**src/rtl/md_pkg.sv**
```systemverilog
// Shared constants and types for the mul/div sequencer and the control decoder.
package md_pkg;

   typedef enum logic [1:0] {
      IDLE = 2'd0,
      BUSY = 2'd1,
      DONE = 2'd2
   } md_state_t;

   localparam logic [4:0] OP_RTYPE = 5'b00000;
   localparam logic [4:0] FN_MUL   = 5'b00110;
   localparam logic [4:0] FN_DIV   = 5'b00111;

   localparam int RSTATUS_IDX  = 30;
   localparam int MUL_EXC      = 4;
   localparam int DIV_EXC      = 5;

   function automatic logic is_md_op(input logic [4:0] opcode, input logic [4:0] func);
      return (opcode == OP_RTYPE) && ((func == FN_MUL) || (func == FN_DIV));
   endfunction

endpackage

```
**src/rtl/md_watchdog.sv**
```systemverilog
// Busy-cycle watchdog for the mul/div sequencer; only exists when MD_TIMEOUT_EN is defined.
`ifdef MD_TIMEOUT_EN
module md_watchdog #(
   parameter int TIMEOUT_CYCLES = 64
) (
   input  logic clock,
   input  logic reset_n,
   input  logic start,
   input  logic busy,
   output logic expired
);

   logic [7:0] cnt;

   always_ff @(posedge clock or negedge reset_n) begin
      if (!reset_n) begin
         cnt <= 8'd0;
      end else if (start) begin
         cnt <= 8'd0;
      end else if (busy && (cnt != 8'hff)) begin
         cnt <= cnt + 8'd1;
      end
   end

   // cnt holds (busy cycles elapsed - 1), so this fires on the last allowed BUSY cycle
   assign expired = busy && (cnt == 8'(TIMEOUT_CYCLES - 1));

endmodule
`endif

```
**src/rtl/md_sequencer.sv**
```systemverilog
// Launches mul/div ops into the shared multdiv unit, stalls the pipe, and issues one writeback.
// Optional BUSY watchdog enabled by defining MD_TIMEOUT_EN.
//
// state | meaning
// IDLE  | waiting for a mul/div in X; stalls combinationally on acceptance
// BUSY  | multdiv running; start pulse on first cycle, waits for md_ready
// DONE  | one-cycle writeback to rd (or rstatus on exception)
module md_sequencer
   import md_pkg::*;
#(
   parameter int DATA_W         = 32,
   parameter int RSTATUS_REG    = RSTATUS_IDX,
   parameter int MUL_EXC_CODE   = MUL_EXC,
   parameter int DIV_EXC_CODE   = DIV_EXC,
   parameter int TIMEOUT_CYCLES = 64
) (
   input  logic              clock,
   input  logic              reset_n,
   input  logic              issue_valid,
   input  logic [4:0]        opcode,
   input  logic [4:0]        Func,
   input  logic [4:0]        rd,
   input  logic [DATA_W-1:0] op_a,
   input  logic [DATA_W-1:0] op_b,
   input  logic              flush,
   input  logic              md_ready,
   input  logic              md_exception,
   input  logic [DATA_W-1:0] md_result,
   output logic              md_ctrl_mult,
   output logic              md_ctrl_div,
   output logic [DATA_W-1:0] md_a,
   output logic [DATA_W-1:0] md_b,
   output logic              stall,
   output logic              wb_valid,
   output logic [4:0]        wb_rd,
   output logic [DATA_W-1:0] wb_data
);

   md_state_t         state;
   logic              is_div_q;
   logic [4:0]        rd_q;
   logic              wb_pend_q;
   logic              accept;
   logic              start_q;
   logic              take_ready;
   logic              timeout;
   logic              fin;
   logic              fin_exc;
   logic [DATA_W-1:0] exc_code;

   assign accept     = (state == IDLE) && issue_valid && is_md_op(opcode, Func) && !flush;
   // The start pulse marks the first BUSY cycle, where md_ready is stale from the last op
   assign start_q    = md_ctrl_mult || md_ctrl_div;
   assign take_ready = !start_q && md_ready;
   assign fin        = take_ready || timeout;
   assign fin_exc    = take_ready ? md_exception : 1'b1;
   assign exc_code   = is_div_q ? DATA_W'(DIV_EXC_CODE) : DATA_W'(MUL_EXC_CODE);

   assign stall    = accept || (state == BUSY);
   assign wb_valid = (state == DONE) && wb_pend_q && !flush;

`ifdef MD_TIMEOUT_EN
   md_watchdog #(
      .TIMEOUT_CYCLES (TIMEOUT_CYCLES)
   ) u_watchdog (
      .clock   (clock),
      .reset_n (reset_n),
      .start   (accept),
      .busy    (state == BUSY),
      .expired (timeout)
   );
`else
   logic unused_timeout_cfg;
   assign unused_timeout_cfg = ^TIMEOUT_CYCLES;
   assign timeout            = 1'b0;
`endif

   always_ff @(posedge clock or negedge reset_n) begin
      if (!reset_n) begin
         state        <= IDLE;
         is_div_q     <= 1'b0;
         rd_q         <= 5'd0;
         wb_pend_q    <= 1'b0;
         md_ctrl_mult <= 1'b0;
         md_ctrl_div  <= 1'b0;
         md_a         <= '0;
         md_b         <= '0;
         wb_rd        <= 5'd0;
         wb_data      <= '0;
      end else begin
         md_ctrl_mult <= 1'b0;
         md_ctrl_div  <= 1'b0;
         case (state)
            IDLE: begin
               if (accept) begin
                  state        <= BUSY;
                  is_div_q     <= (Func == FN_DIV);
                  rd_q         <= rd;
                  md_a         <= op_a;
                  md_b         <= op_b;
                  md_ctrl_mult <= (Func == FN_MUL);
                  md_ctrl_div  <= (Func == FN_DIV);
               end
            end
            BUSY: begin
               if (flush) begin
                  state <= IDLE;
               end else if (fin) begin
                  state     <= DONE;
                  wb_pend_q <= fin_exc || (rd_q != 5'd0);
                  wb_rd     <= fin_exc ? 5'(RSTATUS_REG) : rd_q;
                  wb_data   <= fin_exc ? exc_code : md_result;
               end
            end
            DONE: begin
               state     <= IDLE;
               wb_pend_q <= 1'b0;
               wb_rd     <= 5'd0;
               wb_data   <= '0;
            end
            default: state <= IDLE;
         endcase
      end
   end

endmodule

```
**config.mk**
```make
export PLATFORM = sky130hd
export DESIGN_NAME = md_sequencer
export DESIGN_NICKNAME = d
export VERILOG_FILES = /design/src/rtl/md_pkg.sv /design/src/rtl/md_watchdog.sv /design/src/rtl/md_sequencer.sv
export SDC_FILE = /design/constraint.sdc
export NUM_CORES = 1
export LEC_CHECK = 0
export ABC_AREA = 1
export BUFFER_PORTS_ARGS = -buffer_cell sky130_fd_sc_hd__buf_4
export CAP_MARGIN = 10
export CELL_PAD_IN_SITES_DETAIL_PLACEMENT = 0
export CELL_PAD_IN_SITES_GLOBAL_PLACEMENT = 1
export CORE_ASPECT_RATIO = 0.6
export CORE_MARGIN = 1.5
export CORE_UTILIZATION = 33
export DETAILED_ROUTE_END_ITERATION = 6
export PLACE_DENSITY = 0.87
export SYNTH_ARGS = -nofsm -noshare
export SYNTH_HDL_FRONTEND = slang
export SYNTH_SLANG_ARGS = --single-unit
```
**constraint.sdc**
```tcl
create_clock -name clock -period 1.35 [get_ports clock]
set_input_delay 0.2025 -clock clock [delete_from_list [all_inputs] [get_ports clock]]
set_output_delay 0.2025 -clock clock [all_outputs]
set_load 0.01 [all_outputs]
```
Word-level counts from Yosys, hierarchy flattened:

Cells that the tools add are included.

* register bits after elaboration: 112
* input port bits: 117
* output and inout port bits: 105
* logic and storage cells: 59

* equality and inequality tests: 8
* multiplexer cells: 21
* reductions and logical operators: 20

Operator list (number)
* $mux 32: 3
* $pmux 32 s2: 1
* $mux 5: 3
* $eq 5x3->1 const B: 2
* $pmux 5 s2: 1
* $mux 1: 8
* $logic_and 1x1->1: 7
* $mux 2: 3
* $ne 2x2->1 const B: 3
* $logic_not 5->1: 1
* $reduce_bool 5->1: 1
* $logic_or 1x1->1: 4
* $pmux 2 s2: 1
* $reduce_and 2->1: 2
* $ne 3x3->1 const B: 1
* $reduce_and 3->1: 1
* $eq 2x1->1 const B: 1
* $eq 2x2->1 const B: 1
* $logic_not 1->1: 2
* $logic_not 2->1: 1
* $pmux 1 s2: 1
* $reduce_bool 2->1: 1

Logic depth before layout (Yosys ltp):

* word-level depth: 8
* gate-level depth with buffers: 8
* gate-level depth less buffers: 7

Worst setup path after synthesis:

No wires, ideal clock.

* path kind: register -> register
* start: register md_ctrl_mult
* end: register wb_data[29]
* setup time: 0.117 ns
* arrival: 1.133 ns
* data required time: 1.233 ns
* slack: 0.100 ns
* cell stages (with the launch flop): 9
* path buffers: 2
* period minus slack after synthesis: 1.250 ns
* path through: dfrtp_1 inv_1 nand2_1 nor2_2 nand2_1 buf_4 buf_4 nand3_1 nand2_1

* cells in the longest elaborated chain, start to end: 8
* elaborated cells between the ends (all ways): 10
* classes of those cells: eq/ne (1); mux (5); reduce/logical (4)

RTL lines
* start: declaration: RTL line md_sequencer.sv:29 `output logic md_ctrl_mult,`
* start signal: assignment: RTL line md_sequencer.sv:101 `md_ctrl_mult <= (Func == FN_MUL);`
* $logic_or 1x1->1 (*): RTL line md_sequencer.sv:53 `assign start_q = md_ctrl_mult || md_ctrl_div;`
* $logic_not 1->1 (*): RTL line md_sequencer.sv:54 `assign take_ready = !start_q && md_ready;`
* $logic_and 1x1->1 (*): RTL line md_sequencer.sv:54
* $mux 1: RTL line md_sequencer.sv:56 `assign fin_exc = take_ready ? md_exception : 1'b1;`
* $mux 32: RTL line md_sequencer.sv:112 `wb_data <= fin_exc ? exc_code : md_result;`
* $mux 32: RTL line md_sequencer.sv:108 `end else if (fin) begin`
* $mux 32: RTL line md_sequencer.sv:106 `if (flush) begin`
* $pmux 32 s2: RTL line md_sequencer.sv:93 `case (state)`
* end signal: assignment: RTL line md_sequencer.sv:112
* end: declaration: RTL line md_sequencer.sv:36 `output logic [DATA_W-1:0] wb_data`

Mark *: on every way between the ends. The rest lies on a longest branch, timed or not. The select of a mux whose other input is x is not followed.
A chain may end at the register's enable or synchronous reset.

Final worst setup path:

* start: register state[0]
* end: output wb_valid

* cells in the longest elaborated chain, start to end: 3

RTL lines
* start: declaration: RTL line md_sequencer.sv:39 `md_state_t state;`
* start signal: assignment: RTL line md_sequencer.sv:80 `state <= IDLE;`
* start signal: assignment: RTL line md_sequencer.sv:96 `state <= BUSY;`
* start signal: assignment: RTL line md_sequencer.sv:107 `state <= IDLE;`
* $eq 2x2->1: RTL line md_sequencer.sv:60 `assign wb_valid = (state == DONE) && wb_pend_q && !flush;`
* $logic_and 1x1->1 (2 in series): RTL line md_sequencer.sv:60
* end: declaration: RTL line md_sequencer.sv:34 `output logic wb_valid,`

No other way between the ends.

==> reports/results.ini <==
[clock_network]
clk_latency_ps=350
cts_tree=done
cts_root_buf=clkbuf_16
cts.path.max_buffers=2
cts.sinks=112
cts_max_level=3
cts_buffers=9
clkTransAtPathRegs_ps=70

[cells_and_area]
nets=920
final_cell_mix=nand2_1 (249), buf_4 (232), dfrtp_1 (112)
antenna_cells=0
layout_commonest_cell=nand2_1
drive_above_1_share=0.3453
syn_to_final_growth_pct=50.57

[routing]
ant_nets=0
dr.pass1.iters=4
via_count=4752
first_iter_violations=274
drc=0
wl_per_cell_um=15.33
vias_per_cell=4.752
drt_wl_total_mm=15.33

[logic_synthesis]
netlist_area_sq_um=4825
syn_nets=697
synth_area_leaders=dfrtp_1 (58%), nand2_1 (20%), nand3_1 (11%)
yosysWarnings=0
synth_area_per_cell_sq_um=8.318
synth_top_area_share=0.5809
synth_cell_type_count=16
ys_seq_area_frac=0.5809
ys_seq_elements=112
yosysTopAreaCell=dfrtp_1
syn_inst=580

[run_status]
failed_checks=setup timing
outcome=finished with violations

[critical_path]
start_kind=flop
crit_path_start=state[0]
reg2reg_from=state[0]
crit_required_ps=1150
rr_endpoint=md_a[5]
worst-setup-path-type=flop to output pin
cp-end-kind=output pin
reg2regPathDepth=8
cp_max_fo=5
critPathArrivalTime_ps=1210
rrSetupSlack_ps=20

[global_routing]
antenna_found_initial=0
grt.total_usage=0.1935
grt_max_degree=72
grt-ovfl-total=0
use_met2=0.3003
met3_usage=0.04545
grt_pass1_vias=4591
met1_usage=0.2743
grt_first_pass_wirelength_mm=24.04
top_usage_layer=met2

[worst_hold_path]
hold_class=primary input to flop
min_from=Func[0]
whs_endpoint=md_ctrl_mult
hold-path-cell-count=2

[flow_run]
maxCapViolCount=0

[pwr]
design_power_total_uw=6708
pwr_density_cell_nw_per_um2=923.4
ir_drop_uv=581.6
p_leak_uw=0.004281

[sta]
setup_ws_ps=-61.43
finalMaxSlewViolations=0
rsz0062_at_grt=yes
finalSetupViolCount=2
skew_ps=11.05
final-hold-violation-count=0
tightest_slew_ps=516.4
period_minus_slack_ps=1411
post-route-period-util=1.046
relSlewSlack=0.6557
setup_tns_ps=-120.5
max_freq_mhz=708.5

[floorplanning]
die_y_um=96.66
core_sq_um=13960
die_area_sq_um=15380
dieWidth_um=159.1
std_cell_rows=33
initial_utilization=0.3457
ioPinCount=222

[placement]
globalplace.congestion=0.8036
port-buffer-count=221
dp_hpwl_mm=10.38

## how the worst max path moves through the flow
| stage | endpoint | slack, ps | cells past startpoint |
|---|---|---|---|
| global route | stall | -150 | 6 |
| global placement | md_b[10] | 20 | 8 |
| detailed placement | md_b[29] | 7 | 8 |
| finish | wb_valid | -60 | 4 |
| floorplan | wb_data[29] | 100 | 8 |
| CTS | stall | -80 | 6 |
## cells by family after synthesis
kind of cell,after synthesis,share of synthesized area
AND/OR/NAND/NOR,412,0.3550
flip-flops,112,0.5809
AO/OA/AOI/OAI,8,0.008297
buffers and inverters,48,0.05576
## cells in the mapped netlist, drive strengths merged
cell type / number
buf: 32
clkbuf: 6
dfrtp: 112
inv: 10
nand2: 255
nand3: 109
nor2: 46
o21ai: 8
or2: 2
## where the power goes
group / switching [uW] / total, uW / leakage (uW) / internal (uW)
Sequential: 22.6 / 3410 / 0.00156 / 3390
Clock: 1260 / 2720 / 0.000152 / 1460
Combinational: 251 / 576 / 0.00257 / 325
## critical path, cell delays in order, from the launching register on
cell     delay, ps
dfrtp_1        400
inv_2           70
nand2_2        130
nor2_2         130
buf_4          130
## flip-flops by register name (all words and copies together), names as in the netlist, 2 cells and up
signal,flops
state,2
md_b,32
wb_data,32
rd_q,5
wb_rd,5
md_a,32
## cell type report
type | instances | area (sq um)
fill | 1322 | 6691
multi-input combinational | 420 | 1778
sequential | 112 | 2803
inverter | 10 | 37.54
clock inverter | 7 | 77.57
tap | 192 | 240.2
clock buffer | 9 | 225.2
timing repair buffer | 250 | 2103
## routing by layer
layer | vias up | part of all wire
met5 | - | 0
met1 | 2271 | 0.46
met4 | 0 | 0.011
li1 | 2283 | -
met2 | 186 | 0.46
met3 | 12 | 0.071
## repair_timing
item / 4_1_cts / 5_1_grt
buffers inserted: 3 / 0
cloned: 2 / 4
resized for setup: 8 / 4
hold buffers: 1 / 0
pin swaps: 2 / 1
endpoints found under the setup margin: 5 / 89
hold endpoints to repair: 112 / 0
## metrics by stage
stage | hold slack (ps) | cell area, sq um | cells | utilization | setup WS, ps
2_1_floorplan | -93.09 | 4825 | 580 | - | 100.1
3_3_place_gp | 245.1 | 6750 | 974 | 0.4837 | 18.46
3_5_place_dp | 254.6 | 6750 | 974 | 0.4837 | 6.947
4_1_cts | 5.742 | 7162 | 996 | 0.5132 | -76.47
5_1_grt | 7.500 | 7264 | 1000 | 0.5205 | -146.3
6_report | 18.06 | 7264 | 1000 | 0.5205 | -61.43
Note: power is estimated with default switching activity, not from simulation.
